File: src/rtl/audio_pkg.sv
// Shared audio constants: I2S frame geometry and the stereo channel bit ranges
// agreed with the FIFO producer side.
package audio_pkg;

    localparam int unsigned I2S_FRAME_BITS = 32;
    localparam int unsigned I2S_CH_BITS    = 16;

    localparam int unsigned LEFT_MSB  = 31;
    localparam int unsigned LEFT_LSB  = 16;
    localparam int unsigned RIGHT_MSB = 15;
    localparam int unsigned RIGHT_LSB = 0;

    typedef logic [4:0] bit_cnt_t;

    localparam bit_cnt_t BIT_CNT_LAST   = 5'd31;
    localparam bit_cnt_t LR_RIGHT_FIRST = 5'd15;
    localparam bit_cnt_t LR_RIGHT_LAST  = 5'd30;

    // Word select leads the channel MSB by one bit (Philips I2S delay).
    function automatic logic lrclk_for_bit(input bit_cnt_t bit_idx);
        return (bit_idx >= LR_RIGHT_FIRST) && (bit_idx <= LR_RIGHT_LAST);
    endfunction

endpackage

File: src/rtl/audio_i2s_clkgen.sv
// BCLK generator: divides clk_i by 2*CLK_DIV and strobes the cycle on which
// BCLK is about to fall.
module audio_i2s_clkgen
    import audio_pkg::*;
#(
    parameter int unsigned CLK_DIV = 4,
    parameter int unsigned DIV_W   = 8
) (
    input  logic clk_i,
    input  logic rst_i,
    input  logic i_enable,
    output logic o_bclk,
    output logic o_fall
);

    localparam logic [DIV_W-1:0] DIV_LAST = DIV_W'(CLK_DIV - 1);

    logic [DIV_W-1:0] r_div;
    logic             r_bclk;
    logic             w_term;

    assign w_term = (r_div == DIV_LAST);

    // Half-period divider; BCLK toggles on each terminal count while enabled.
    always_ff @(posedge clk_i or posedge rst_i) begin
        if (rst_i) begin
            r_div  <= '0;
            r_bclk <= 1'b0;
        end else if (!i_enable) begin
            r_div  <= '0;
            r_bclk <= 1'b0;
        end else if (w_term) begin
            r_div  <= '0;
            r_bclk <= ~r_bclk;
        end else begin
            r_div  <= r_div + DIV_W'(1);
        end
    end

    assign o_bclk = r_bclk;
    assign o_fall = i_enable & w_term & r_bclk;

endmodule

File: src/rtl/audio_i2s_tx.sv
// Philips I2S master transmitter: pops stereo samples from the FIFO into a
// one-deep hold slot and shifts them out MSB first on BCLK falling edges.
module audio_i2s_tx
    import audio_pkg::*;
#(
    parameter int unsigned CLK_DIV = 4,
    parameter int unsigned DIV_W   = 8
) (
    input  logic        clk_i,
    input  logic        rst_i,
    input  logic        enable_i,
    input  logic        inport_valid_i,
    input  logic [31:0] inport_data_i,
    output logic        inport_pop_o,
    output logic        i2s_bclk_o,
    output logic        i2s_lrclk_o,
    output logic        i2s_sdata_o,
    output logic        underrun_o
);

    logic                      r_hold_valid;
    logic [I2S_FRAME_BITS-1:0] r_hold;
    logic [I2S_FRAME_BITS-1:0] r_shift;
    bit_cnt_t                  r_bit_cnt;
    logic                      r_lrclk;
    logic                      r_sdata;
    logic                      r_underrun;

    logic                      w_bclk;
    logic                      w_fall;
    logic                      w_pop;
    logic                      w_frame_start;
    bit_cnt_t                  w_next_cnt;
    logic [I2S_FRAME_BITS-1:0] w_next_shift;

    audio_i2s_clkgen #(
        .CLK_DIV (CLK_DIV),
        .DIV_W   (DIV_W)
    ) u_clkgen (
        .clk_i    (clk_i),
        .rst_i    (rst_i),
        .i_enable (enable_i),
        .o_bclk   (w_bclk),
        .o_fall   (w_fall)
    );

    // Refill only into an empty slot, so a frame-start load never races a pop.
    assign w_pop         = enable_i & ~r_hold_valid & inport_valid_i;
    assign w_next_cnt    = r_bit_cnt + 5'd1;
    assign w_frame_start = (w_next_cnt == 5'd0);

    // Next shift register content for a falling event.
    always_comb begin
        w_next_shift = r_shift;
        if (w_frame_start) begin
            if (r_hold_valid) begin
                w_next_shift = r_hold;
            end else begin
                w_next_shift = '0;
            end
        end else begin
            w_next_shift = {r_shift[I2S_FRAME_BITS-2:0], 1'b0};
        end
    end

    // Hold slot, bit counter and serial outputs.
    always_ff @(posedge clk_i or posedge rst_i) begin
        if (rst_i) begin
            r_hold_valid <= 1'b0;
            r_hold       <= '0;
            r_shift      <= '0;
            r_bit_cnt    <= BIT_CNT_LAST;
            r_lrclk      <= 1'b0;
            r_sdata      <= 1'b0;
            r_underrun   <= 1'b0;
        end else begin
            r_underrun <= 1'b0;
            if (!enable_i) begin
                r_bit_cnt <= BIT_CNT_LAST;
                r_lrclk   <= 1'b0;
                r_sdata   <= 1'b0;
            end else if (w_fall) begin
                r_bit_cnt <= w_next_cnt;
                r_shift   <= w_next_shift;
                r_sdata   <= w_next_shift[I2S_FRAME_BITS-1];
                r_lrclk   <= lrclk_for_bit(w_next_cnt);
                if (w_frame_start) begin
                    if (r_hold_valid) begin
                        r_hold_valid <= 1'b0;
                    end else begin
                        r_underrun <= 1'b1;
                    end
                end
            end
            if (w_pop) begin
                r_hold_valid <= 1'b1;
                r_hold       <= inport_data_i;
            end
        end
    end

    assign inport_pop_o = w_pop;
    assign i2s_bclk_o   = w_bclk;
    assign i2s_lrclk_o  = r_lrclk;
    assign i2s_sdata_o  = r_sdata;
    assign underrun_o   = r_underrun;

endmodule

File: config.mk
export PLATFORM = sky130hd
export DESIGN_NAME = audio_i2s_tx
export DESIGN_NICKNAME = d
export VERILOG_FILES = /design/src/rtl/audio_pkg.sv /design/src/rtl/audio_i2s_clkgen.sv /design/src/rtl/audio_i2s_tx.sv
export SDC_FILE = /design/constraint.sdc
export NUM_CORES = 1
export LEC_CHECK = 0
export BUFFER_PORTS_ARGS = -buffer_cell sky130_fd_sc_hd__buf_2
export CAP_MARGIN = 30
export CORE_ASPECT_RATIO = 0.6
export CORE_MARGIN = 2
export CORE_UTILIZATION = 63
export DETAILED_ROUTE_END_ITERATION = 12
export MAX_ROUTING_LAYER = met4
export PLACE_DENSITY = 0.89
export SYNTH_ARGS = -nofsm -noshare
export SYNTH_HDL_FRONTEND = slang
export SYNTH_SLANG_ARGS = --single-unit
File: constraint.sdc
create_clock -name clk_i -period 6.6 [get_ports clk_i]
set_input_delay 1.32 -clock clk_i [delete_from_list [all_inputs] [get_ports clk_i]]
set_output_delay 1.32 -clock clk_i [all_outputs]
set_load 0.05 [all_outputs]
==> impl_metrics.yaml, run 1 <==
die:
  boundaryPins: 41
  floorplan.die.width_um: 106
  floorplan.initialDensity_pct: 64.5
  num_rows: 22
  fp.dieH_um: 65.0
  fp.coreArea_um2: 6060
  design.die.area_um2: 6870
sta:
  final-setup-viol-count: 0
  period_needed_ns: 4.36
  smallest_setup_slack_after_layout_ns: 2.24
  final_max_slew_viol_count: 0
  final.setup_skew_ns: 0.0160
  slew_headroom_pct: 35.3
  totalNegativeSetupSlack_ns: 0
  clock.fmax_mhz: 229
  grt_setup_unrepaired: "no"
  worst_margin_pin_slew_ns: 0.969
  finalHoldViolCount: 0
  final_min_period_over_clock_period_pct: 66.1
routing:
  detail_route.iter0.violations: 193
  antenna_nets_post_route: 0
  route.vias.total: 2830
  firstDrtPassIters: 4
  detail_route.drc_violations: 0
  post_drt_via_cell_ratio: 5.31
  wl_per_cell_um: 13.3
  totalWireLength_mm: 7.07
worst_setup_path:
  max_stage_delay_ns: 0.75
  critPathMostFrequentCell: "sky130_fd_sc_hd__buf_2"
  worstPathMaxFanout: 34
  cp_top_family: "buffers and inverters"
  worst_path_max_delay_cell: "sky130_fd_sc_hd__inv_1"
  critPathKind: "primary input to output port"
  timing.critical_path.buf_inv: 4
  endpoint_kind: "output port"
  worst-r2r-cell-count: 6
  required_time_at_the_worst_slack_endpoint_ns: 5.28
  worstSetupPathDepth: 5
  path_cells: "buf_2 > nand3b_1 > buf_4 > inv_1 > buf_2"
  setup.reg_to_reg.worst_slack_ns: 3.95
  worst-endpoint-arrival_ns: 3.04
  critPathLaunchType: "primary input"
clocking:
  cts_num_sinks: 81
  insertion_delay_ns: 0.35
  clock_tree.buffer_depth: 2
  cts_hold_repair.buffers: 0
  tritoncts: "built"
  clk_root_buffer_cell: "sky130_fd_sc_hd__clkbuf_8"
  cts-resized-gates: 0
  numCtsBuffers: 9
  htree_levels: 3
  post_cts_buffers: 0
  clkTransAtPathRegs_ns: 0.07
synthesis:
  synth-seq-area-share_pct: 52.0
  synth.net_count: 457
  synthCells: 416
  netlist_top_cells_area: "sky130_fd_sc_hd__dfrtp_1 49%, sky130_fd_sc_hd__nand2_1 14%, sky130_fd_sc_hd__mux2i_1 7.7%, sky130_fd_sc_hd__and2_1 5.0%, sky130_fd_sc_hd__dfstp_2 3.4%"
  post_syn_area_per_cell_um2: 9.39
  largest_family_of_logic_cells_by_synthesized_area: "simple AND/OR/NAND/NOR gates"
  ys_seq_elements: 81
  yosys.cell_types.count: 38
  synth.area.mux_share_pct: 7.69
  yosys.area.top_type_share_pct: 48.7
  synth_compound_gate_area_share_pct: 7.66
  synth_xor_xnor_area_share_pct: 2.24
  synth_largest_area_cell: "sky130_fd_sc_hd__dfrtp_1"
  synthesis.area_um2: 3910
  synth.yosys.warnings: 0
  yosys.area_share.simple_pct: 23.7
  synth-adder-area-share_pct: 1.60
finish:
  layout_commonest_cell: "sky130_fd_sc_hd__nand2_1"
  final_design_area_no_fill_um2: 4260
  register_area_um2: 2030
  fraction_of_layout_instances_using_a_drive_strength_above_1_pct: 16.3
  multi_input_comb_area_um2: 1680
  area.growth.synth_to_final_pct: 9.06
  antenna_cells_inserted: 0
  postLayoutCoreUtil_pct: 70.4
  design.final.nets: 485
  nFillCells: 469
  final_cell_mix: "141 x sky130_fd_sc_hd__nand2_1, 76 x sky130_fd_sc_hd__dfrtp_1, 40 x sky130_fd_sc_hd__buf_2"
grt:
  grt_pass1_wl_mm: 12.1
  grt_use_total_pct: 23.6
  grt_pass1_vias: 2667
  grt-ovfl-total: 0
  antenna_violations_before_repair: 0
  maximum_number_of_pins_on_one_net_before_global_route_repair: 82
power:
  pwr-share-clk_pct: 23.3
  power_frac_comb_pct: 24.3
  max-vdd-ir-drop_mv: 0.174
  total_leakage_power_nw: 2.32
  p_per_area_nw_per_um2: 309
  power.internal_mw: 0.904
  power.switching_fraction_pct: 31.3
  switching_power_mw: 0.412
  pnr_total_power_mw: 1.32
  p_seq_share_pct: 52.4
placement:
  dp_hpwl_mm: 4.59
  post-place-ws_ns: 2.22
  dpl-instance-area_um2: 4070
  place.gp.congestion: 0.840
  port_buffers: 40
worst_hold_path:
  number_of_cells_on_the_worst_hold_path: 2
  hold_path.class: "flip-flop to flip-flop"
run_status:
  run_status: "finished clean"
job:
  maxCapViolations: 0
==> power by group through the flow <==
stage / combinational, mW / sequential (mW) / clock (mW)
2_1_floorplan: 0.277 / 0.665 / 0
3_3_place_gp: 0.301 / 0.693 / 0
3_5_place_dp: 0.322 / 0.698 / 0
4_1_cts: 0.324 / 0.690 / 0.315
5_1_grt: 0.369 / 0.706 / 0.337
6_report: 0.320 / 0.690 / 0.306
==> kinds of logic after synthesis <==
logic type | Yosys count
buffers and inverters | 32
muxes | 30
DFF | 81
xor gates and xnor gates | 10
adders and majority gates | 5
and+or+nand+nor | 208
AOI/OAI and AO/OA | 50
==> state kept, by name (all words and copies together), names as in the netlist <==
name and cells:
i2s_lrclk_o 1, u_clkgen.o_bclk 1, r_bit_cnt 5, u_clkgen.r_div 8, r_hold_valid 1, r_hold 32, underrun_o 1, r_shift 31
i2s_sdata_o 1
==> final timing paths <==
check                             startpoint      endpoint
worst min-delay path              r_hold[24]    r_hold[24]
min in group asynchronous              rst_i    r_hold[23]
worst max-delay path                enable_i  inport_pop_o
worst max register to register  r_bit_cnt[0]   r_shift[26]
max in group asynchronous              rst_i  r_bit_cnt[1]
worst min register to register    r_hold[24]    r_hold[24]
==> cell type report <==
cell class,instances,area share (%)
Sequential cell,81,47.7
Clock inverter,4,0.558
Clock buffer,12,3.17
Inverter,5,0.470
Tap cell,84,2.47
Timing Repair Buffer,44,6.17
Multi-Input combinational cell,303,39.4
==> worst min-delay path, cell delays in order (launching register included) <==
cell and delay (ns):
sky130_fd_sc_hd__dfrtp_1 0.34, sky130_fd_sc_hd__nand2_1 0.05, sky130_fd_sc_hd__nand2_1 0.05
==> layer usage <==
layer	GRT usage [%]	wire length, um
met5	-	0
met2	36.2	3230
met3	7.44	333
met4	8.39	114
met1	30.1	3390
==> Yosys cell counts, drive strengths merged <==
master    n
nor4      3
nor3b     1
nand3     9
nor4bb    1
inv       5
o21a      1
xor2      7
a21bo     1
and3      5
nand4     5
xnor2     3
dfstp     5
nand3b    1
and4      1
a311o     1
nor3      1
mux2i    30
clkbuf   11
o22ai     2
nand2   142
a31oi     1
buf      16
nor2      8
a21oi     4
ha        5
dfrtp    76
a211o     1
and2     31
o21bai    1
o21ai    37
o41ai     1
==> stage by stage <==
stage,hold slack [ns],instances
after floorplan,0.437,416
after global placement,0.451,515
after detailed placement,0.455,516
after CTS,0.473,532
after global routing,0.493,533
final,0.467,533
No activity file was read; power rests on OpenSTA's default activity.
==> run 2, diff against run 1 <==
--- a/config.mk
+++ b/config.mk
@@ -5,14 +5,15 @@
 export SDC_FILE = /design/constraint.sdc
 export NUM_CORES = 1
 export LEC_CHECK = 0
+export ABC_AREA = 1
 export BUFFER_PORTS_ARGS = -buffer_cell sky130_fd_sc_hd__buf_2
 export CAP_MARGIN = 30
 export CORE_ASPECT_RATIO = 0.6
 export CORE_MARGIN = 2
-export CORE_UTILIZATION = 63
+export CORE_UTILIZATION = 59
 export DETAILED_ROUTE_END_ITERATION = 12
 export MAX_ROUTING_LAYER = met4
-export PLACE_DENSITY = 0.89
+export PLACE_DENSITY = 0.84
 export SYNTH_ARGS = -nofsm -noshare
 export SYNTH_HDL_FRONTEND = slang
 export SYNTH_SLANG_ARGS = --single-unit
==> constraint.sdc (replaced) <==
create_clock -name clk_i -period 4.34 [get_ports clk_i]
set_input_delay 0.868 -clock clk_i [delete_from_list [all_inputs] [get_ports clk_i]]
set_output_delay 0.868 -clock clk_i [all_outputs]
set_load 0.05 [all_outputs]
==> run 2 against run 1 <==
Die area rose by 11%. First-iteration DRC count is 36% higher. Highest routed layer unchanged. Synthesized area is 4.4% higher. Critical endpoint unchanged. Final cell count grew 23%. Count of clock-buffer cells in the layout is 2 lower. Global-route usage increased by 3.0 points. Largest cell class unchanged. Combinational power up 76%.
==> impl_metrics.yaml, run 2 <==
clocking:
  post_cts_buffers: 0
  clkTransAtPathRegs_ns: 0.06
  cts_num_sinks: 81
  cts_hold_repair.buffers: 0
  clock_tree.buffer_depth: 2
  clk_root_buffer_cell: "sky130_fd_sc_hd__clkbuf_16"
  htree_levels: 3
  insertion_delay_ns: 0.34
  numCtsBuffers: 9
  tritoncts: "built"
  cts-resized-gates: 0
die:
  fp.dieH_um: 68.4
  floorplan.initialDensity_pct: 61.1
  boundaryPins: 41
  design.die.area_um2: 7620
  num_rows: 23
  floorplan.die.width_um: 111
  fp.coreArea_um2: 6680
job:
  maxCapViolations: 0
synthesis:
  synth-seq-area-share_pct: 49.8
  edff_count_synth: 0
  postSynth.topFlopCell: "sky130_fd_sc_hd__dfrtp_1"
  synth_largest_area_cell: "sky130_fd_sc_hd__dfrtp_1"
  async_reset_ff_share_pct: 100
  yosys.area.top_type_share_pct: 46.6
  netlist_top_cells_area: "sky130_fd_sc_hd__dfrtp_1 47%, sky130_fd_sc_hd__nand2_1 24%, sky130_fd_sc_hd__nand3_1 8.7%, sky130_fd_sc_hd__inv_1 4.3%, sky130_fd_sc_hd__dfstp_2 3.2%"
  synth.cells.most_frequent: "258 x sky130_fd_sc_hd__nand2_1, 76 x sky130_fd_sc_hd__dfrtp_1, 71 x sky130_fd_sc_hd__nand3_1"
  synth.net_count: 579
  ys_seq_elements: 81
  synth.yosys.warnings: 0
  synthesis.area_um2: 4080
  post_syn_area_per_cell_um2: 7.58
  synthCells: 538
  post-synth-top-count-cell: "sky130_fd_sc_hd__nand2_1"
  yosys.cell_types.count: 26
sta:
  finalHoldViolCount: 0
  grt_setup_unrepaired: "no"
  final_max_slew_viol_count: 0
  slew_headroom_pct: 42.7
  final.setup_skew_ns: 0.00937
  period_needed_ns: 2.95
  totalNegativeSetupSlack_ns: 0
  clock.fmax_mhz: 339
  hold-worst-slack_ns: 0.469
  final-setup-viol-count: 0
  worst_margin_pin_slew_ns: 0.858
  final_min_period_over_clock_period_pct: 68.0
routing:
  wl_per_cell_um: 13.7
  detail_route.drc_violations: 0
  totalWireLength_mm: 9.01
  route.vias.total: 3497
  post_drt_via_cell_ratio: 5.31
  detail_route.iter0.violations: 262
  antenna_nets_post_route: 0
  firstDrtPassIters: 5
finish:
  nFillCells: 544
  max_flop_register: "r_hold"
  antenna_cells_inserted: 0
  register_area_um2: 2030
  final_cell_mix: "258 x sky130_fd_sc_hd__nand2_1, 76 x sky130_fd_sc_hd__dfrtp_1, 71 x sky130_fd_sc_hd__nand3_1"
  reg.largest.list: "r_hold: 32 flops, r_shift: 31 flops, u_clkgen.r_div: 8 flops"
  largest_register_ff_count: 32
  layout_commonest_cell: "sky130_fd_sc_hd__nand2_1"
  multi_input_comb_area_um2: 1640
  design.final.nets: 608
  fraction_of_layout_instances_using_a_drive_strength_above_1_pct: 14.4
  area.growth.synth_to_final_pct: 10.9
placement:
  dp_hpwl_mm: 5.41
  place.gp.congestion: 0.791
  port_buffers: 40
power:
  max-vdd-ir-drop_mv: 0.240
  total_leakage_power_nw: 2.58
  p_per_area_nw_per_um2: 521
worst_setup_path:
  timing.critical_path.to: "inport_pop_o"
  endpoint_kind: "output port"
  worst-endpoint-arrival_ns: 2.08
  crit-reg2reg-capture: "i2s_sdata_o"
  critPathKind: "primary input to output port"
  worstPathMaxFanout: 34
  r2r_start: "r_bit_cnt[2]"
  critPathLaunchType: "primary input"
  worst-r2r-cell-count: 6
  worst_setup_path_startpoint: "enable_i"
  required_time_at_the_worst_slack_endpoint_ns: 3.47
  setup.reg_to_reg.worst_slack_ns: 1.80
grt:
  grt_pass1_vias: 3302
  grt_use_total_pct: 26.6
  maximum_number_of_pins_on_one_net_before_global_route_repair: 43
  grt_pass1_wl_mm: 15.3
  antenna_violations_before_repair: 0
  grt-ovfl-total: 0
worst_hold_path:
  hold_path.class: "flip-flop to flip-flop"
  number_of_cells_on_the_worst_hold_path: 2
run_status:
  run_status: "finished clean"
run 2: worst min path at each step:
| stage | slack [ns] | endpoint | start |
|---|---|---|---|
| 2_1_floorplan | 0.43 | u_clkgen.r_div[0] | u_clkgen.r_div[0] |
| 3_3_place_gp | 0.45 | u_clkgen.r_div[0] | u_clkgen.r_div[0] |
| 3_5_place_dp | 0.46 | i2s_lrclk_o | i2s_lrclk_o |
| 4_1_cts | 0.47 | i2s_lrclk_o | i2s_lrclk_o |
| 5_1_grt | 0.50 | r_hold[24] | r_hold[24] |
| 6_report | 0.47 | i2s_lrclk_o | i2s_lrclk_o |
run 2: worst max-delay path, stage by stage:
cell	delay, ns
sky130_fd_sc_hd__buf_2	0.15
sky130_fd_sc_hd__inv_2	0.11
sky130_fd_sc_hd__nor2_1	0.12
sky130_fd_sc_hd__nand2_2	0.39
sky130_fd_sc_hd__inv_2	0.16
sky130_fd_sc_hd__buf_2	0.27
run 2: layout make-up:
| type | count | share of cell area (%) |
|---|---|---|
| inverter | 53 | 4.40 |
| timing repair buffer | 45 | 5.25 |
| clock buffer | 10 | 5.06 |
| tap | 87 | 2.41 |
| sequential | 81 | 44.9 |
| clock inverter | 5 | 1.80 |
| multi-input combinational | 377 | 36.1 |
run 2: cells by family (layout without fill, tap and decap cells):
logic type | after synthesis | after routing | share of synthesized area (%)
AOI/OAI and AO/OA | 12 | 12 | 1.69
adders and majority gates | 5 | 5 | 1.53
buffers and inverters | 80 | 113 | 10.1
DFF | 81 | 81 | 49.8
and+or+nand+nor | 360 | 360 | 36.9
run 2: where the power goes:
group,leakage [nW],internal [mW],switching [mW]
Clock,0.149,0.500,0.293
Combinational,1.37,0.192,0.371
Sequential,1.06,0.908,0.0907
run 2: per-layer routing:
| layer | GRT usage, % | vias to the layer above | share of wire [%] |
|---|---|---|---|
| met5 | - | - | 0 |
| met3 | 6.20 | 14 | 6.3 |
| met2 | 43.6 | 127 | 47 |
| li1 | - | 1711 | - |
| met4 | 9.41 | 0 | 1.5 |
| met1 | 33.3 | 1645 | 45 |
run 2: stage by stage:
stage	utilization, %	power, mW	instances	worst slack (ns)	instance area [um2]
after CTS	67.8	2.35	658	1.40	4520
after detailed placement	63.1	1.56	643	1.40	4210
after global routing	67.8	2.50	658	1.25	4520
after global placement	63.1	1.53	643	1.43	4210
after floorplan	-	1.46	538	1.40	4080
final	67.8	2.36	658	1.39	4520
